<file path="src/rtl/dmem_arbiter.sv">
// rtl/dmem_arbiter.sv - two-port arbiter and IDLE/ACCESS/DONE sequencer for the single-port data memory
// DMEM_ARB_RR_EN selects round-robin arbitration; fixed A-over-B priority otherwise.
module dmem_arbiter #(
    parameter int MEM_WORDS = 32,
    parameter int AW        = 32
) (
    input  logic          CLK,
    input  logic          RST_n,
    input  logic          a_req,
    input  logic          a_we,
    input  logic [AW-1:0] a_addr,
    input  logic [31:0]   a_wdata,
    output logic          a_ack,
    output logic          a_err,
    output logic [31:0]   a_rdata,
    input  logic          b_req,
    input  logic          b_we,
    input  logic [AW-1:0] b_addr,
    input  logic [31:0]   b_wdata,
    output logic          b_ack,
    output logic          b_err,
    output logic [31:0]   b_rdata,
    output logic          busy,
    output logic [AW-1:0] mem_DAddr,
    output logic [31:0]   mem_DataIn,
    output logic          mem_RD,
    output logic          mem_WR,
    input  logic [31:0]   mem_DataOut
);

    typedef enum logic [1:0] {IDLE, ACCESS, DONE} state_t;

    localparam logic [AW-1:0] ADDR_LIMIT = AW'(MEM_WORDS);

    state_t        state, state_next;
    logic          grant_b;
    logic          winner_b;
    logic          lat_we;
    logic          lat_err;
    logic          sel_we;
    logic          sel_oor;
    logic [AW-1:0] sel_addr;
    logic [31:0]   sel_wdata;

`ifdef DMEM_ARB_RR_EN
    // rr_ptr = 1 means B wins the next tie
    logic rr_ptr;
`endif

    always_comb begin
        state_next = state;
`ifdef DMEM_ARB_RR_EN
        grant_b = b_req && (!a_req || rr_ptr);
`else
        grant_b = b_req && !a_req;
`endif
        sel_we    = grant_b ? b_we    : a_we;
        sel_addr  = grant_b ? b_addr  : a_addr;
        sel_wdata = grant_b ? b_wdata : a_wdata;
        sel_oor   = (sel_addr >= ADDR_LIMIT);
        case (state)
            IDLE:    if (a_req || b_req) state_next = ACCESS;
            ACCESS:  state_next = DONE;
            DONE:    state_next = IDLE;
            default: state_next = IDLE;
        endcase
    end

    always_ff @(posedge CLK or negedge RST_n) begin
        if (!RST_n) state <= IDLE;
        else        state <= state_next;
    end

    always_ff @(posedge CLK or negedge RST_n) begin
        if (!RST_n) begin
            winner_b   <= 1'b0;
            lat_we     <= 1'b0;
            lat_err    <= 1'b0;
            a_ack      <= 1'b0;
            a_err      <= 1'b0;
            a_rdata    <= '0;
            b_ack      <= 1'b0;
            b_err      <= 1'b0;
            b_rdata    <= '0;
            busy       <= 1'b0;
            mem_DAddr  <= '0;
            mem_DataIn <= '0;
            mem_RD     <= 1'b1;
            mem_WR     <= 1'b1;
`ifdef DMEM_ARB_RR_EN
            rr_ptr     <= 1'b0;
`endif
        end else begin
            a_ack <= 1'b0;
            a_err <= 1'b0;
            b_ack <= 1'b0;
            b_err <= 1'b0;
            case (state)
                IDLE: begin
                    if (a_req || b_req) begin
                        winner_b   <= grant_b;
                        lat_we     <= sel_we;
                        lat_err    <= sel_oor;
                        mem_DAddr  <= sel_addr;
                        mem_DataIn <= sel_wdata;
                        busy       <= 1'b1;
                        // Out-of-range requests still take the ACCESS slot but never strobe
                        if (!sel_oor) begin
                            if (sel_we) mem_WR <= 1'b0;
                            else        mem_RD <= 1'b0;
                        end
`ifdef DMEM_ARB_RR_EN
                        rr_ptr     <= !grant_b;
`endif
                    end
                end
                ACCESS: begin
                    mem_RD <= 1'b1;
                    mem_WR <= 1'b1;
                    if (!lat_err && !lat_we) begin
                        if (winner_b) b_rdata <= mem_DataOut;
                        else          a_rdata <= mem_DataOut;
                    end
                    a_ack <= !winner_b;
                    b_ack <= winner_b;
                    a_err <= !winner_b && lat_err;
                    b_err <= winner_b && lat_err;
                end
                DONE: begin
                    busy <= 1'b0;
                end
                default: begin
                    busy <= 1'b0;
                end
            endcase
        end
    end

endmodule
</file>
<file path="config.mk">
export PLATFORM = sky130hd
export DESIGN_NAME = dmem_arbiter
export DESIGN_NICKNAME = d
export VERILOG_FILES = /design/src/rtl/dmem_arbiter.sv
export SDC_FILE = /design/constraint.sdc
export NUM_CORES = 1
export LEC_CHECK = 0
export CORE_AREA = 2 2 167 103
export CTS_BUF_LIST = sky130_fd_sc_hd__clkbuf_8
export DETAILED_ROUTE_END_ITERATION = 16
export DIE_AREA = 0 0 169 105
export MAX_ROUTING_LAYER = met4
export PLACE_DENSITY = 0.85
export SYNTH_ARGS = -nofsm -noshare
export SYNTH_HDL_FRONTEND = slang
export SYNTH_SLANG_ARGS = --single-unit
</file>
<file path="constraint.sdc">
create_clock -name CLK -period 1.45 [get_ports CLK]
set_input_delay 0.3625 -clock CLK [delete_from_list [all_inputs] [get_ports CLK]]
set_output_delay 0.3625 -clock CLK [all_outputs]
set_load 0.01 [all_outputs]
</file>
==> impl_table.tex <==
\begin{tabular}{lr}
\hline
Metric & Value \\
\hline
\multicolumn{2}{l}{\textbf{Yosys}} \\
\quad Compound-cell area share of the yosys netlist & about 7.6\% \\
\quad Share of synthesized cell area in full adder, half adder and majority cells & 0\% \\
\quad Total nets after synthesis & between 700 and 800 \\
\quad Share of the synthesized area in the top cell type & approximately 57\% \\
\quad Cell with the most instances after synthesis & dfrtp\_1 \\
\quad Mean cell area of the mapped netlist & between 10 and 15 µm² \\
\quad Share of synthesized cell area in and, or, nand and nor gates & 15.48\% \\
\quad Top cell type by total area after synthesis & dfrtp\_1 \\
\quad Yosys reg bits & 140 \\
\quad Count of mapped cells out of synthesis & between 500 and 600 \\
\quad Top flip-flop cell by instance count after synthesis & dfrtp\_1 \\
\quad Netlist area before placement & approximately 6100 µm² \\
\quad Proportion of synthesized chip area in sequential cells & between 50\% and 60\% \\
\quad Synth warnings & 0 \\
\quad Proportion of synthesized area in mux cells & 15.73\% \\
\quad Share of the synthesized netlist area taken by xor and xnor gates & 0\% \\
\quad Leading cell types by total area after synthesis & dfrtp\_1, mux2\_4, nand2\_1, a31oi\_1, nor2\_1 \\
\quad Top cells by instance count after synthesis & dfrtp\_1, nand2\_1, nor2\_1, a31oi\_1, mux2\_4 \\
\quad Proportion of synthesized flip-flops having asynchronous set or reset & 100.0\% \\
\quad Dominant combinational cell family by area after synthesis & multiplexers \\
\quad Count of flip-flops with a built-in enable after synthesis & 0 \\
\quad Distinct cells, synth & 33 \\
\multicolumn{2}{l}{\textbf{Critical path}} \\
\quad Setup crit start & state[1] \\
\quad Worst-path maximum fanout & 32 \\
\quad Critical Path Source Type & flop \\
\quad Slack of the worst reg-to-reg path & -0.06 ns \\
\quad Data arrival, critical path & 1.83 ns \\
\quad Slowest stage delay, CP & between 0.4 and 0.5 ns \\
\quad Critical-path top delay cell & dfrtp\_1 \\
\quad Launch instance of the worst register-to-register path & state[1] \\
\quad Type of the worst setup path & reg -> reg \\
\quad Cells traversed along the worst timing path & buf\_6, nor2\_4, o21ai\_2, bufinv\_8, buf\_12, nor2\_2, a31oi\_1 \\
\quad Nature of the critical path endpoint & flop \\
\quad Crit path required time & $\sim$1.8 ns \\
\multicolumn{2}{l}{\textbf{CTS}} \\
\quad TritonCTS clock tree & built \\
\quad Clock slew at reported path FFs & around 0.09 ns \\
\quad Total clock sinks & 140 \\
\quad Clock latency at the later pin of the worst-skew pair & 0.43 ns \\
\quad Number of buffers added by the clock tree synthesis step & 17 \\
\quad Root Buffer Master & clkbuf\_8 \\
\quad Clock H-tree levels & 4 \\
\quad Clock Tree Buf Depth & 2 \\
\multicolumn{2}{l}{\textbf{Die}} \\
\quad Die X & about 170 µm \\
\quad I/O pin count & about 300 \\
\quad Full die area & between 15,000 and 20,000 µm² \\
\quad Initial standard-cell utilization of the core & between 30\% and 40\% \\
\quad Core area & roughly 16,000 µm² \\
\quad Height of the die & around 110 µm \\
\quad Site Rows & 36 \\
\multicolumn{2}{l}{\textbf{Hold path}} \\
\quad Min-delay worst type & in -> reg \\
\quad Startpoint of the worst hold path & a\_addr[31] \\
\multicolumn{2}{l}{\textbf{Pwr}} \\
\quad Power density over cell area & roughly 1500 nW/µm² \\
\quad Worst-case vdd ir drop & 0.7280 mV \\
\quad Overall power of the completed layout & $\sim$0.016 W \\
\quad Pleak & between 5 and 6 nW \\
\multicolumn{2}{l}{\textbf{Placement}} \\
\quad Inst Count DP & 1,075 \\
\quad Placer's final routability congestion estimate & approximately 0.9 \\
\quad Buffers on Ports & 300 \\
\quad Placed Instance Area & just under 10,000 µm² \\
\quad Half-perimeter wire length after placement & approximately 15 mm \\
\multicolumn{2}{l}{\textbf{Global route}} \\
\quad Overall routing resource usage & approximately a quarter \\
\quad Global-route met1 utilization & between 20 and 30\% \\
\quad Busiest layer in global routing & met2 \\
\quad Number of global-route vias before repair & between 6,000 and 7,000 \\
\quad Met2 Use GR & 40.95\% \\
\quad Antenna violations before repair & 0 \\
\quad Total global routing overflow & 0 \\
\quad Grt met3 use & 5.909\% \\
\quad Pin count of the biggest net entering global routing & 54 \\
\quad Wire length of the first global-routing pass & 32.61 mm \\
\multicolumn{2}{l}{\textbf{Layout}} \\
\quad Synthesis-to-finish area growth & 71.22\% \\
\quad Number of fill cells in the layout & approximately 1,300 \\
\quad Non-filler instance count after layout & $\sim$1,200 \\
\quad Final design instance area without fill & around 10,000 µm² \\
\quad Net count of the finished layout & 1,122 \\
\quad Utilization after layout & 64.54\% \\
\quad Number of inserted diodes & 0 \\
\quad Layout cell share with drive strength beyond 1 & just under 40\% \\
\multicolumn{2}{l}{\textbf{Timing}} \\
\quad Setup repair after global routing missed its margin & true \\
\quad Setup ws final & -0.05530 ns \\
\quad Clock Skews & 0.01887 ns \\
\quad Min Tclk post-route & about 1.5 ns \\
\quad Final Slew Violations & 0 \\
\quad Final number of setup-violating endpoints & 53 \\
\quad Number of hold violations in the final report & 0 \\
\quad Relative slew margins & 72.78\% \\
\quad Setup TNS & -1.056 ns \\
\quad Slew at the pin closest to its max-slew limit & between 0.4 and 0.5 ns \\
\quad Crit share post-route & 103.8\% \\
\quad Achievable frequency & $\sim$660 MHz \\
\multicolumn{2}{l}{\textbf{Detailed routing}} \\
\quad Routed via count divided by cell count & slightly above 5 \\
\quad Count of unresolved DRC violations after routing & 0 \\
\quad Initial detailed-routing violation count & 361 \\
\quad Average routed wire per standard cell & 18.74 µm \\
\quad Via total after detailed routing & just under 6,000 \\
\quad Antenna violation net count after detailed routing & 0 \\
\quad Final wirelength & between 20 and 25 mm \\
\quad Drt pass-1 iters & 7 \\
\multicolumn{2}{l}{\textbf{Status}} \\
\quad Result of the run & finished, violations left \\
\quad Failing checks & setup timing \\
\multicolumn{2}{l}{\textbf{Flow run}} \\
\quad Max-cap violations & 0 \\
\hline
\end{tabular}
## layout by cell type (no fill, tap or decap), drive strengths merged, types with 2 or more instances in the layout
cell / instances
nor2b: 2
nand4: 4
clkinv: 2
inv: 10
nor2: 69
clkbuf: 71
and2: 2
mux2: 64
a21oi: 2
o21ai: 2
nor4: 12
clkdlybuf4s15: 8
dfstp: 2
dfrtp: 138
clkinvlp: 4
nor3: 3
nand2: 131
dlymetal6s2s: 7
clkdlybuf4s50: 157
a31oi: 66
buf: 203
## routing by layer
| layer | routed length [µm] | vias up |
|---|---|---|
| li1 | - | 2698 |
| met1 | 9214 | 2898 |
| met2 | 11050 | 304 |
| met3 | 1554 | 24 |
| met4 | 249 | 0 |
| met5 | 0 | - |
## cells by family after synthesis
group                  count (synthesis)
AND/OR/NAND/NOR                      226
flip-flops                           140
AO/OA/AOI/OAI                         74
multiplexers                          65
buffers and inverters                 37
## layout make-up
class	count	area [µm²]	area share, %
clock buffer	18	247.7	2.380
multi-input combinational	365	2546	24.46
inverter	3	25.02	0.2404
tap	209	261.5	2.513
timing repair buffer	429	3696	35.51
clock inverter	14	125.1	1.202
sequential	140	3506	33.69
## power by group
| group | leakage, nW | switching, W | internal [W] |
|---|---|---|---|
| Clock | 0.179 | 0.00174 | 0.00130 |
| Combinational | 3.23 | 0.00331 | 0.00348 |
| Sequential | 1.60 | 0.000617 | 0.00508 |
| Total | 5.01 | 0.00567 | 0.00986 |
## sequential cells by signal (all words and copies together), names as in the netlist
register,count
mem_WR,1
a_ack,1
b_err,1
lat_err,1
a_err,1
b_ack,1
lat_we,1
a_rdata,32
b_rdata,32
busy,1
state,2
mem_DAddr,32
mem_RD,1
winner_b,1
mem_DataIn,32
## critical path, delay by kind of cell, from the launching register on
| family | cells | cell delay (ns) |
|---|---|---|
| flops | 1 | 0.42 |
| buf+inv | 3 | 0.58 |
| compound gates | 2 | 0.27 |
| simple gates | 2 | 0.14 |
## worst paths after layout
path | end | cells after the start
max | mem_DataIn[0] | 7
min | mem_DAddr[31] | 3
max reg2reg | mem_DataIn[0] | 7
min reg2reg | lat_we | 1
max in group asynchronous | a_rdata[25] | 3
min in group asynchronous | mem_DAddr[16] | 2
## per-stage QoR
| stage | hold WS [ns] | worst slack (ns) |
|---|---|---|
| 4_1_cts | 0.3738 | -0.02216 |
| 6_report | 0.2604 | -0.05530 |
| 3_3_place_gp | 0.2925 | -0.5350 |
| 5_1_grt | 0.2535 | -0.1352 |
| 3_5_place_dp | 0.2968 | -0.5811 |
| 2_1_floorplan | 0.06691 | 0.06284 |
## repair_timing
item                                    4_1_cts  5_1_grt
endpoints found under the hold margin        27        0
hold buffers                                  1        0
resized for setup                           396      138
cloned                                        2        6
pin swaps                                     0        4
setup buffers                                35       27
endpoints found under the setup margin      155      227
Power figures use the tool's default switching activity.
